===== config.mk =====
export PLATFORM = sky130hd
export DESIGN_NAME = fetch_unit_flat
export DESIGN_NICKNAME = d
export VERILOG_FILES = /design/src/rtl/fetch_unit_if.sv /design/src/rtl/fetch_unit.sv /design/src/flat_wrapper.sv
export SDC_FILE = /design/constraint.sdc
export NUM_CORES = 1
export LEC_CHECK = 0
export BUFFER_PORTS_ARGS = -buffer_cell sky130_fd_sc_hd__buf_4
export CELL_PAD_IN_SITES_DETAIL_PLACEMENT = 1
export CELL_PAD_IN_SITES_GLOBAL_PLACEMENT = 1
export CORE_AREA = 2 2 104 146
export DETAILED_ROUTE_END_ITERATION = 7
export DIE_AREA = 0 0 106 148
export PLACE_DENSITY_LB_ADDON = 0.1
export SETUP_SLACK_MARGIN = 0.02
export SLEW_MARGIN = 25
export SYNTH_ARGS = -nofsm -noshare
export SYNTH_HDL_FRONTEND = slang
export SYNTH_SLANG_ARGS = --single-unit
export TNS_END_PERCENT = 1

===== constraint.sdc =====
create_clock -name i_clock -period 7.2 [get_ports i_clock]
set_input_delay 1.44 -clock i_clock [delete_from_list [all_inputs] [get_ports i_clock]]
set_output_delay 1.44 -clock i_clock [all_outputs]
set_load 0.005 [all_outputs]

===== src/rtl/fetch_unit_if.sv =====
// Instruction-memory fetch channel: request/address out, ack/data back.
// Latency: none, wires only; the memory may ack in the same cycle as the request.
// Backpressure: the master holds req and addr until the slave acks.
// Signals: imem_req/imem_addr (master to slave), imem_ack/imem_rdata (slave to master).
interface fetch_unit_if;
    logic        imem_req;
    logic [31:0] imem_addr;
    logic        imem_ack;
    logic [31:0] imem_rdata;

    modport master (output imem_req, output imem_addr, input imem_ack, input imem_rdata);
    modport slave  (input imem_req, input imem_addr, output imem_ack, output imem_rdata);
endinterface


===== src/rtl/fetch_unit.sv =====
// MIPS multicycle fetch stage: holds the PC and the IR, fetches one word per instruction, decodes fields.
// Latency: IR loads on the ack edge and instr_valid rises the next cycle; the PC commits on the pc_load edge.
// Backpressure: waits without limit in FETCH for imem_ack; pc_load is honoured only while HOLD presents an instruction.
// Ports: i_clock, i_reset (async, active-low), imem (fetch channel master),
//        i_pc_load/i_branch_mux_s/i_j_mux_s (from control FSM), o_pc/o_pc_plus4,
//        o_instr_valid, decoded o_opcode/o_rs/o_rt/o_rd/o_funct/o_imm_sext, o_fault.
module fetch_unit #(
    parameter logic [31:0] RESET_PC = 32'h0000_0000
) (
    input  logic              i_clock,
    input  logic              i_reset,
    fetch_unit_if.master      imem,
    input  logic              i_pc_load,
    input  logic              i_branch_mux_s,
    input  logic              i_j_mux_s,
    output logic [31:0]       o_pc,
    output logic [31:0]       o_pc_plus4,
    output logic              o_instr_valid,
    output logic [5:0]        o_opcode,
    output logic [4:0]        o_rs,
    output logic [4:0]        o_rt,
    output logic [4:0]        o_rd,
    output logic [5:0]        o_funct,
    output logic [31:0]       o_imm_sext,
    output logic              o_fault
);

    typedef enum logic [1:0] {
        S_FETCH = 2'd0,
        S_HOLD  = 2'd1,
        S_FAULT = 2'd2
    } state_t;

    state_t      r_state;
    state_t      w_state_nxt;
    logic [31:0] r_pc;
    logic [31:0] w_pc_nxt;
    logic [31:0] r_ir;
    logic [31:0] w_ir_nxt;
    logic        w_req;
    logic [31:0] w_pc_plus4;
    logic [31:0] w_imm_sext;
    logic [31:0] w_branch_tgt;
    logic [31:0] w_jump_tgt;
    logic [31:0] w_next_pc;

    assign w_pc_plus4   = r_pc + 32'd4;
    assign w_imm_sext   = {{16{r_ir[15]}}, r_ir[15:0]};
    // Word offset: the top two bits of the sign-extended immediate fall off, modulo 2^32.
    assign w_branch_tgt = w_pc_plus4 + {w_imm_sext[29:0], 2'b00};
    assign w_jump_tgt   = {w_pc_plus4[31:28], r_ir[25:0], 2'b00};
    // A jump takes priority over a branch when both selects are raised.
    assign w_next_pc    = i_j_mux_s      ? w_jump_tgt   :
                          i_branch_mux_s ? w_branch_tgt : w_pc_plus4;

    always_ff @(posedge i_clock or negedge i_reset) begin
        if (!i_reset) begin
            r_state <= S_FETCH;
            r_pc    <= RESET_PC;
            r_ir    <= 32'd0;
        end else begin
            r_state <= w_state_nxt;
            r_pc    <= w_pc_nxt;
            r_ir    <= w_ir_nxt;
        end
    end

    always_comb begin
        w_state_nxt = r_state;
        w_pc_nxt    = r_pc;
        w_ir_nxt    = r_ir;
        w_req       = 1'b0;
        case (r_state)
            S_FETCH: begin
                // A misaligned PC (only a bad RESET_PC can produce one) must never reach memory.
                if (r_pc[1:0] != 2'b00) begin
                    w_state_nxt = S_FAULT;
                end else begin
                    w_req = 1'b1;
                    if (imem.imem_ack) begin
                        w_ir_nxt    = imem.imem_rdata;
                        w_state_nxt = S_HOLD;
                    end
                end
            end
            S_HOLD: begin
                if (i_pc_load) begin
                    w_pc_nxt    = w_next_pc;
                    w_state_nxt = (w_next_pc[1:0] != 2'b00) ? S_FAULT : S_FETCH;
                end
            end
            S_FAULT: begin
                w_state_nxt = S_FAULT;
            end
            default: begin
                w_state_nxt = S_FAULT;
            end
        endcase
    end

    // Gating with reset drops the request the moment reset asserts, without waiting for a clock.
    assign imem.imem_req  = w_req & i_reset;
    assign imem.imem_addr = r_pc;

    assign o_pc          = r_pc;
    assign o_pc_plus4    = w_pc_plus4;
    assign o_instr_valid = (r_state == S_HOLD);
    assign o_fault       = (r_state == S_FAULT);
    assign o_opcode      = r_ir[31:26];
    assign o_rs          = r_ir[25:21];
    assign o_rt          = r_ir[20:16];
    assign o_rd          = r_ir[15:11];
    assign o_funct       = r_ir[5:0];
    assign o_imm_sext    = w_imm_sext;

endmodule


===== src/flat_wrapper.sv =====
// flat-port wrapper written by rule: the top's interface ports become plain ports
module fetch_unit_flat 
#(
    parameter logic [31:0] RESET_PC = 32'h0000_0000
)
  (i_clock, i_reset, i_pc_load, i_branch_mux_s, i_j_mux_s, o_pc, o_pc_plus4, o_instr_valid, o_opcode, o_rs, o_rt, o_rd, o_funct, o_imm_sext, o_fault, imem_imem_req, imem_imem_addr, imem_imem_ack, imem_imem_rdata);
  fetch_unit_if imem_i ();
  input  logic i_clock;
  input  logic i_reset;
  input  logic i_pc_load;
  input  logic i_branch_mux_s;
  input  logic i_j_mux_s;
  output logic [31:0] o_pc;
  output logic [31:0] o_pc_plus4;
  output logic o_instr_valid;
  output logic [5:0] o_opcode;
  output logic [4:0] o_rs;
  output logic [4:0] o_rt;
  output logic [4:0] o_rd;
  output logic [5:0] o_funct;
  output logic [31:0] o_imm_sext;
  output logic o_fault;
  output wire logic [$bits(imem_i.imem_req)-1:0] imem_imem_req;
  output wire logic [$bits(imem_i.imem_addr)-1:0] imem_imem_addr;
  input wire logic [$bits(imem_i.imem_ack)-1:0] imem_imem_ack;
  input wire logic [$bits(imem_i.imem_rdata)-1:0] imem_imem_rdata;
  assign imem_imem_req = imem_i.imem_req;
  assign imem_imem_addr = imem_i.imem_addr;
  assign imem_i.imem_ack = imem_imem_ack;
  assign imem_i.imem_rdata = imem_imem_rdata;
  fetch_unit #(.RESET_PC(RESET_PC)) u_core (.i_clock(i_clock), .i_reset(i_reset), .imem(imem_i), .i_pc_load(i_pc_load), .i_branch_mux_s(i_branch_mux_s), .i_j_mux_s(i_j_mux_s), .o_pc(o_pc), .o_pc_plus4(o_pc_plus4), .o_instr_valid(o_instr_valid), .o_opcode(o_opcode), .o_rs(o_rs), .o_rt(o_rt), .o_rd(o_rd), .o_funct(o_funct), .o_imm_sext(o_imm_sext), .o_fault(o_fault));
endmodule

==> results of run 1 <==
[power by group]
part / total [mW] / internal (mW) / switching [mW]
sequential: 0.713 / 0.485 / 0.229
combinational: 2.14 / 0.978 / 1.16
clock: 0.458 / 0.271 / 0.187
[layout by cell type, fill, tap and decap left out, drive strengths merged, types with 3 or more instances in the layout]
master	Yosys	layout
nand3	23	23
a21oi	49	49
or3	3	3
a211oi	10	10
o22ai	7	7
nor2b	3	3
o21a	3	3
clkbuf	20	9
mux2	33	33
a22oi	5	5
inv	21	23
and2	7	7
o21ai	54	54
o21bai	5	5
a21o	17	17
o211ai	5	5
nor2	41	41
nand2	64	64
nor3	6	6
xnor2	34	34
mux2i	6	6
o31ai	4	4
buf	68	199
a31oi	8	8
clkinv	0	3
and3	13	13
nor4	5	5
a21boi	3	3
and4	5	5
nand4	10	10
ha	36	36
dfrtp	66	66
xor2	12	12
[registers in the layout, summed over array words and instances (netlist names)]
| name | cells |
|---|---|
| u_core.r_ir | 32 |
| u_core.r_state | 2 |
| u_core.imem.imem_addr | 32 |
[cells by family (layout without fill, tap and decap cells)]
family                   Yosys count  count (layout)
AO/OA/AOI/OAI                    190             190
flip-flops                        66              66
adder cells (fa/ha/maj)           37              37
AND/OR/NAND/NOR                  187             187
XOR/XNOR                          46              46
multiplexers                      39              39
buffers and inverters            109             236
[routing by layer]
| layer | up-vias | global-route usage (%) | wire length [um] |
|---|---|---|---|
| li1 | 2617 | - | - |
| met1 | 2853 | 29.72 | 8026 |
| met2 | 187 | 53.94 | 12280 |
| met3 | 41 | 3.704 | 877 |
| met4 | 0 | 12.50 | 877 |
| met5 | - | 0 | 0 |
[synth_stat cells (6+ instances only)]
master / n
nor2_1: 41
nand4_1: 9
a21o_1: 17
inv_1: 21
a31oi_1: 7
ha_1: 36
and2_1: 7
buf_4: 61
xor2_1: 12
xnor2_1: 32
nand3_1: 20
nand2_1: 62
o22ai_1: 7
a211oi_1: 8
a21oi_1: 47
mux2i_1: 6
dfrtp_1: 66
o21ai_0: 50
clkbuf_1: 19
nor3_1: 6
mux2_2: 33
and3_1: 11
[worst max-delay path, delay by kind of cell, from the launching register on]
kind | cells | cell delay [ns]
XOR/XNOR | 1 | 0.43
AND/OR/NAND/NOR | 4 | 0.89
multiplexers | 1 | 0.37
AO/OA/AOI/OAI | 6 | 1.27
adder cells (fa/ha/maj) | 2 | 0.72
flip-flops | 1 | 0.49
[final cells by class]
class	count	share of cell area (%)
clock inverters	7	1.067
well taps	189	3.252
clock buffers	9	3.098
repair buffers	199	20.55
inverters	21	1.084
flip-flops and latches	66	22.72
multi-input cells	499	48.24
[path summary, 6_finish.rpt]
path	startpoint	end	slack, ns	cells after the start
min reg2reg	u_core.r_ir[28]	u_core.r_ir[28]	0.51	1
min in group asynchronous	i_reset	u_core.imem.imem_addr[28]	0.90	1
max in group asynchronous	i_reset	u_core.imem.imem_addr[13]	5.22	2
min	u_core.r_ir[28]	u_core.r_ir[28]	0.51	1
max reg2reg	u_core.imem.imem_addr[2]	u_core.imem.imem_addr[27]	2.89	14
max	u_core.imem.imem_addr[2]	u_core.imem.imem_addr[27]	2.89	14
==> impl_metrics.json, run 1 <==
{
  "status": "finished clean",
  "grt_pass1_vias": 5995,
  "track_usage_pct": 27.94,
  "grt_max_degree": 65,
  "path_cells": "ha_1, and4_1, and4_1, nand4_1, xnor2_1, ha_1, a21oi_1, o21ai_0, nor2_1, o2111ai_1, a21oi_1, mux2_2, a31oi_1, o22ai_1",
  "ios": 196,
  "max_stage_delay_ns": 0.49,
  "ir_worst_vdd_mv": 0.2175,
  "yosysSeqAreaShare_pct": 28.44,
  "syn_avg_cell_area_um2": 8.617,
  "synth_nets": 749,
  "layout.nets": 871,
  "synthTopCellsByArea": "dfrtp_1 (28%), buf_4 (7.9%), ha_1 (7.8%)",
  "dpl_cell_area_mm2": 0.006968,
  "fmax_mhz": 232.1,
  "worstPathArrival_ns": 4.52,
  "gp_congestion": 0.8853,
  "synthFlopType": "dfrtp_1",
  "ctsHoldBuffers": 0,
  "die_width_um": 106,
  "yosysUniqueCellTypes": 74,
  "synth.yosys.warnings": 0,
  "area_growth_pct": 25.18,
  "final_layout_size_suffix_gt1_share_pct": 33.96,
  "final_util_pct": 50.57,
  "synth_compound_area_share_pct": 21.13,
  "cap_violations": 0,
  "rsz0062_at_grt": "no",
  "clkTransAtPathRegs_ns": 0.06,
  "cts_setup_buffers": 0,
  "power_density_mw_per_mm2": 455.1,
  "register_area_mm2": 0.001652,
  "drtIter0Drc": 148,
  "synth_top_family_by_area": "compound AO/OA/AOI/OAI gates",
  "crit_path_max_fanout": 8,
  "fin_crit_sh_pct": 59.85,
  "cts_root_buf": "clkbuf_16",
  "whs_ns": 0.5091,
  "clock_latency_ns": 0.34,
  "h-tree-depth": 3,
  "end_kind": "flip-flop",
  "final_cell_count_no_fill": 990,
  "tritoncts": "built",
  "hpwl_um": 17030,
  "n_fill_cell": 1719,
  "p_leak_nw": 3.466,
  "synth-xor-area-share_pct": 7.389,
  "syn_area_mm2": 0.005808,
  "place_inst": 974,
  "core_mm2": 0.01438,
  "skew_ns": 0.01246,
  "drt_wl_total_um": 22060,
  "place_ws_ns": 2.914,
  "grt_antenna_before_repair": 0,
  "synthSimpleGateAreaFrac_pct": 16.33,
  "synthMuxAreaShare_pct": 7.432,
  "required_ns": 7.41,
  "grt_pass1_wl_um": 33710,
  "start_kind": "flip-flop",
  "criticalPathCategory": "reg2reg",
  "min_path_type": "reg2reg",
  "cts_resized": 0,
  "tns_ns": 0,
  "synth_edf_count": 0,
  "async_flop_share_pct": 100.0,
  "p_total_mw": 3.309,
  "slew_violations": 0,
  "setup_violations": 0,
  "cts_inserted_buffers": 9,
  "worst_slew_pin_slew_ns": 0.9761,
  "dr.pass1.iters": 4,
  "die_area_mm2": 0.01569,
  "routedWlPerCell_um": 22.29,
  "dr_total_vias": 5698,
  "cts_sinks": 66,
  "antenna_cells": 0,
  "hold_viol_final": 0,
  "grt-ovfl-total": 0,
  "drc": 0,
  "fin_ws_ns": 2.891,
  "multiInputGateArea_mm2": 0.003507,
  "viasPerCell": 5.756,
  "die_h_um": 148,
  "ant_nets": 0,
  "placement.io_buffers": 195,
  "min_period_ns": 4.309,
  "ys_ff_latch": 66,
  "synth_top_area_share_pct": 28.44,
  "synth_top_cell_by_area": "dfrtp_1",
  "crit_slowest_cell": "dfrtp_1",
  "initial_core_util_pct": 40.39,
  "relSlewSlack_pct": 34.69,
  "rows": 52,
  "synth-adder-area-share_pct": 8.100,
  "design_area_mm2": 0.007271,
  "cts_buffer_depth": 2,
  "postSynthCellCount": 674
}
(Power assumes the default switching activity.)
==> run 2, diff against run 1 <==
- ABC_AREA: not set -> 1
- CORE_AREA: 2 2 104 146 -> 2 2 121 169
- DIE_AREA: 0 0 106 148 -> 0 0 123 171
- clock period: 7.2 -> 3.46 ns (I/O delays scaled with it)
==> run 2 against run 1 <==
Compared with the run above:
- global-route usage down 3.5 points
- clock power up 120%
- area after synthesis up 9.0%
- first-iteration DRC count up 49%
- cell count up 35%
- clock skew down 0.0029 ns
- count of clock-buffer cells in the layout up 2
- critical path depth up 3
- sequential power up 14%
- fmax up 34%
- die area up 34%
- worst hold slack worse by 0.0012 ns
- critical path type unchanged
- critical endpoint is now u_core.imem.imem_addr[19]
- largest power group is now the clock network
- highest routed layer unchanged
==> impl_metrics.json, run 2 <==
{
  "tns_ns": 0,
  "synthTopCellsByCount": "nand2_1 (259), inv_1 (130), dfrtp_1 (66)",
  "routedWlPerCell_um": 18.89,
  "ios": 196,
  "layout.nets": 1159,
  "ctsHoldBuffers": 0,
  "p_leak_nw": 4.654,
  "required_ns": 3.74,
  "tritoncts": "built",
  "final_layout_size_suffix_gt1_share_pct": 30.39,
  "cts_root_buf": "clkbuf_16",
  "start_kind": "flip-flop",
  "grt_antenna_before_repair": 0,
  "synth_nets": 999,
  "grt_max_degree": 67,
  "cts_setup_buffers": 0,
  "area_growth_pct": 29.62,
  "synth_top_cell_by_area": "dfrtp_1",
  "hold_viol_final": 0,
  "grt_pass1_wl_um": 38740,
  "startpoint": "u_core.imem.imem_addr[3]",
  "ys_ff_latch": 66,
  "rsz0062_at_grt": "yes",
  "hpwl_um": 20300,
  "clock_latency_ns": 0.34,
  "multiInputGateArea_mm2": 0.003704,
  "n_fill_cell": 2537,
  "relSlewSlack_pct": 36.34,
  "drc": 0,
  "viasPerCell": 4.919,
  "min_from": "u_core.r_ir[30]",
  "cap_violations": 0,
  "track_usage_pct": 24.48,
  "ir_worst_vdd_mv": 0.2103,
  "power_density_mw_per_mm2": 269.3,
  "fin_crit_sh_pct": 93.17,
  "synthTopCellsByArea": "dfrtp_1 (26%), nand2_1 (15%), inv_1 (7.7%)",
  "die_area_mm2": 0.02103,
  "initial_core_util_pct": 32.16,
  "grt_pass1_vias": 6838,
  "rows": 61,
  "placement.io_buffers": 195,
  "worstPathArrival_ns": 3.51,
  "criticalPathCategory": "reg2reg",
  "rr_startpoint": "u_core.imem.imem_addr[3]",
  "drt_wl_total_um": 25330,
  "skew_ns": 0.009608,
  "grt-ovfl-total": 0,
  "drtIter0Drc": 220,
  "gp_congestion": 0.9011,
  "cts_inserted_buffers": 9,
  "ant_nets": 0,
  "cts_sinks": 66,
  "async_flop_share_pct": 100.0,
  "die_width_um": 123,
  "yosysUniqueCellTypes": 39,
  "worst_slew_pin_slew_ns": 0.9548,
  "core_mm2": 0.01969,
  "min_path_type": "reg2reg",
  "antenna_cells": 0,
  "slew_violations": 0,
  "dr.pass1.iters": 4,
  "mostFrequentLayoutCell": "nand2_1",
  "min_period_ns": 3.224,
  "setup_violations": 0,
  "register_area_mm2": 0.001657,
  "layout_common_cells": "nand2_1 (258), buf_4 (225), inv_1 (130)",
  "end_kind": "flip-flop",
  "synth_top_area_share_pct": 26.08,
  "synthFlopType": "dfrtp_1",
  "dr_total_vias": 6596,
  "whs_ns": 0.5079,
  "synth_edf_count": 0,
  "synth.yosys.warnings": 0,
  "crit_path_max_fanout": 5,
  "syn_avg_cell_area_um2": 6.853,
  "synth_most_common_cell": "nand2_1",
  "yosysSeqAreaShare_pct": 26.08,
  "final_util_pct": 41.68,
  "h-tree-depth": 3,
  "postSynthCellCount": 924,
  "fmax_mhz": 310.2,
  "die_h_um": 171,
  "syn_area_mm2": 0.006332,
  "cts_buffer_depth": 2,
  "clkTransAtPathRegs_ns": 0.06,
  "status": "finished clean"
}
-- run 2: changes by cell type in the layout (fill, tap and decap cells not counted), sizes merged, moves of 24 or more --
cell   before  now
inv        23  136
nand3      23   59
buf       199  226
nand2      64  267
xnor2      34    8
o21ai      54   30
nor2       41   78
-- run 2: path summary, 6_finish.rpt --
check / slack, ns / cells past startpoint / endpoint
worst max register to register: 0.24 / 17 / u_core.imem.imem_addr[19]
min in group asynchronous: 0.59 / 2 / u_core.r_ir[29]
max in group asynchronous: 2.17 / 2 / u_core.imem.imem_addr[6]
worst min register to register: 0.51 / 1 / u_core.r_ir[30]
worst min-delay path: 0.51 / 1 / u_core.r_ir[30]
worst max-delay path: 0.24 / 17 / u_core.imem.imem_addr[19]
-- run 2: layer usage --
metal  vias to the layer above  GRT usage, %  routed length [um]
met5                         -             0                   0
met3                        37         2.867                 856
met1                      3173         27.96               10140
met4                         0         8.547                 784
li1                       3211             -                   -
met2                       175         46.10               13560
-- run 2: logic make-up after synthesis --
family | Yosys count | synth area share, %
and+or+nand+nor | 432 | 29.44
buffers and inverters | 213 | 16.46
AOI/OAI and AO/OA | 114 | 10.79
DFF | 66 | 26.08
adders and majority gates | 37 | 7.429
xor gates and xnor gates | 31 | 4.288
muxes | 31 | 5.513
-- run 2: critical path, cell delays in order (launching register included) --
cell	delay, ns
dfrtp_1	0.42
ha_2	0.25
nand3_2	0.14
nor2_2	0.15
nand2_2	0.10
nor2_1	0.17
nand3_1	0.15
xor2_2	0.20
inv_1	0.11
ha_2	0.40
nand2_1	0.14
nor3_1	0.35
nand2_1	0.10
nand2_1	0.11
a21oi_1	0.07
o21ai_0	0.12
nand2_1	0.11
nand2_1	0.07
-- run 2: timing repair --
item / CTS / global route
endpoints found under the setup margin: 0 / 16
endpoints found under the hold margin: 0 / 0
resized for setup: 0 / 21
-- run 2: layout make-up --
type	instances	share of cell area, %
clock inverters	5	0.7317
well taps	252	3.841
repair buffers	226	20.82
flip-flops and latches	66	20.18
clock buffers	11	3.079
inverters	136	6.220
multi-input cells	645	45.12
-- run 2: where the power goes --
part           switching (mW)  internal (mW)  leakage [nW]
Clock                   0.403          0.601         0.152
Combinational           0.220          0.170          3.63
Sequential             0.0295          0.786         0.873
Total                   0.653           1.56          4.65
-- run 2: stage by stage --
step           worst slack (ns)  power [mW]  instances  instance area (um^2)
2_1_floorplan            0.7282       1.026        924                  6332
3_3_place_gp             0.1627       1.218       1325                  7830
3_5_place_dp            0.06959       1.221       1325                  7830
4_1_cts                 0.03997       2.238       1341                  8143
5_1_grt                -0.02177       2.311       1341                  8208
6_report                 0.2364       2.211       1341                  8208
==> run 3, diff against run 2 <==
- CORE_AREA: 2 2 121 169 -> 8 8 127 175
- CTS_CLUSTER_SIZE: not set -> 12
- DIE_AREA: 0 0 123 171 -> 0 0 135 183
==> run 3 against run 2 <==
Compared with the run above:
- non-clock buffer count grew 5
- die area increased by 17%
- fmax grew 2.2%
- count of clock-buffer cells in the layout stayed put
- clock skew fell by 0.0024 ns
- global-route usage is 3.0 points lower
- sequential power hardly changed
- worst hold slack got worse by 0.018 ns
- critical endpoint is now u_core.imem.imem_addr[15]
- clock power about the same
==> impl_metrics.json, run 3 (same netlist as run 2, synthesis figures left out) <==
{
  "status": "finished clean",
  "dr.pass1.iters": 5,
  "cts_sinks": 66,
  "setup_violations": 0,
  "fin_ws_ns": 0.3066,
  "routedWlPerCell_um": 19.56,
  "layout_common_cells": "nand2_1 (259), buf_4 (230), inv_1 (130)",
  "design_area_mm2": 0.008205,
  "rsz0062_at_grt": "yes",
  "worstPathArrival_ns": 3.37,
  "crit_path_max_fanout": 6,
  "placement.io_buffers": 195,
  "relSlewSlack_pct": 55.19,
  "antenna_cells": 0,
  "path_cells": "nand2_1, nor2_1, nand2_1, nor2_1, xor2_1, inv_1, ha_1, nand2_1, nor2_1, inv_1, nor2_1, nand2_1, nand2_1, buf_4, xnor2_1, nand2_1, o211ai_1, nand2_1",
  "clkTransAtPathRegs_ns": 0.06,
  "die_h_um": 183,
  "hpwl_um": 21500,
  "rrSetupSlack_ns": 0.31,
  "crit_top_cell": "nand2_1",
  "ant_nets": 0,
  "skew_ns": 0.007225,
  "cts_root_buf": "clkbuf_16",
  "fmax_mhz": 317.1,
  "cts_setup_buffers": 0,
  "grt_max_degree": 67,
  "hold_viol_final": 0,
  "viasPerCell": 4.885,
  "die_width_um": 135,
  "track_usage_pct": 21.53,
  "cts_buffer_depth": 2,
  "slew_violations": 0,
  "dpl_cell_area_mm2": 0.007855,
  "ir_worst_vdd_mv": 0.1732,
  "criticalPathCategory": "reg2reg",
  "worst_slew_pin_slew_ns": 0.6721,
  "end_kind": "flip-flop",
  "drtIter0Drc": 336,
  "mostFrequentLayoutCell": "nand2_1",
  "tritoncts": "built",
  "crit_slowest_cell": "dfrtp_1",
  "min_path_type": "in2async",
  "cap_violations": 0,
  "h-tree-depth": 3,
  "place_ws_ns": 0.1484,
  "cts_inserted_buffers": 9,
  "max_stage_delay_ns": 0.47,
  "die_area_mm2": 0.02471,
  "power_density_mw_per_mm2": 269.3,
  "required_ns": 3.68,
  "p_total_mw": 2.210,
  "gp_congestion": 0.8827,
  "drc": 0,
  "drt_wl_total_um": 26330,
  "dr_total_vias": 6575,
  "core_mm2": 0.01969,
  "ios": 196,
  "initial_core_util_pct": 32.16,
  "rows": 61,
  "whs_ns": 0.4902,
  "final_layout_size_suffix_gt1_share_pct": 29.98,
  "grt-ovfl-total": 0,
  "grt_pass1_wl_um": 40830,
  "clock_latency_ns": 0.34,
  "area_growth_pct": 29.58,
  "fin_crit_sh_pct": 91.14,
  "grt_antenna_before_repair": 0,
  "layout.nets": 1164,
  "grt_pass1_vias": 7215,
  "start_kind": "flip-flop",
  "min_period_ns": 3.153,
  "p_leak_nw": 4.665,
  "n_fill_cell": 2581
}
## run 3: final timing paths
check	start	cells after the start	end
setup / recovery	u_core.imem.imem_addr[6]	18	u_core.imem.imem_addr[15]
hold / removal	i_reset	2	u_core.r_ir[31]
setup reg to reg	u_core.imem.imem_addr[6]	18	u_core.imem.imem_addr[15]
hold reg to reg	u_core.r_ir[29]	1	u_core.r_ir[29]
max in group asynchronous	i_reset	2	u_core.imem.imem_addr[11]
min in group i_clock	u_core.r_ir[29]	1	u_core.r_ir[29]
## run 3: what timing repair did
action | 4_1_cts | 5_1_grt
endpoints found under the setup margin | 0 | 16
resized for setup | 0 | 13
hold buffers | 0 | 0
## run 3: worst max-delay path, delay by kind of cell (launching register included)
kind	cells	cell delay [ns]
AOI/OAI and AO/OA	1	0.14
xor gates and xnor gates	2	0.35
adders and majority gates	1	0.40
buffers and inverters	3	0.38
DFF	1	0.47
and+or+nand+nor	11	1.29
## run 3: area by class of cell
type                    count  area [um^2]  share of cell area (%)
clock buffers              11        252.7                   3.080
clock inverters             5        60.06                  0.7319
inverters                 136        510.5                   6.221
multi-input cells         645         3672                   44.75
flip-flops and latches     66         1657                   20.19
well taps                 252        315.3                   3.843
repair buffers            231         1738                   21.18
## run 3: layer usage
metal / GRT usage, % / vias to the layer above / wire length (um)
li1: - / 3220 / -
met1: 23.44 / 3183 / 10330
met2: 41.00 / 149 / 14280
met3: 4.189 / 23 / 1257
met4: 5.793 / 0 / 456
met5: 0 / - / 0
## run 3: stage by stage
step	std cells	TNS, ns	util, %
2_1_floorplan	924	0	-
3_3_place_gp	1330	0	39.89
3_5_place_dp	1330	0	39.89
4_1_cts	1346	0	41.48
5_1_grt	1346	-0.03613	41.67
6_report	1346	0	41.67
## run 3: where the power goes
| part | internal [mW] | switching [mW] |
|---|---|---|
| Sequential | 0.786 | 0.0269 |
| Combinational | 0.172 | 0.226 |
| Clock | 0.601 | 0.398 |
| Total | 1.56 | 0.651 |
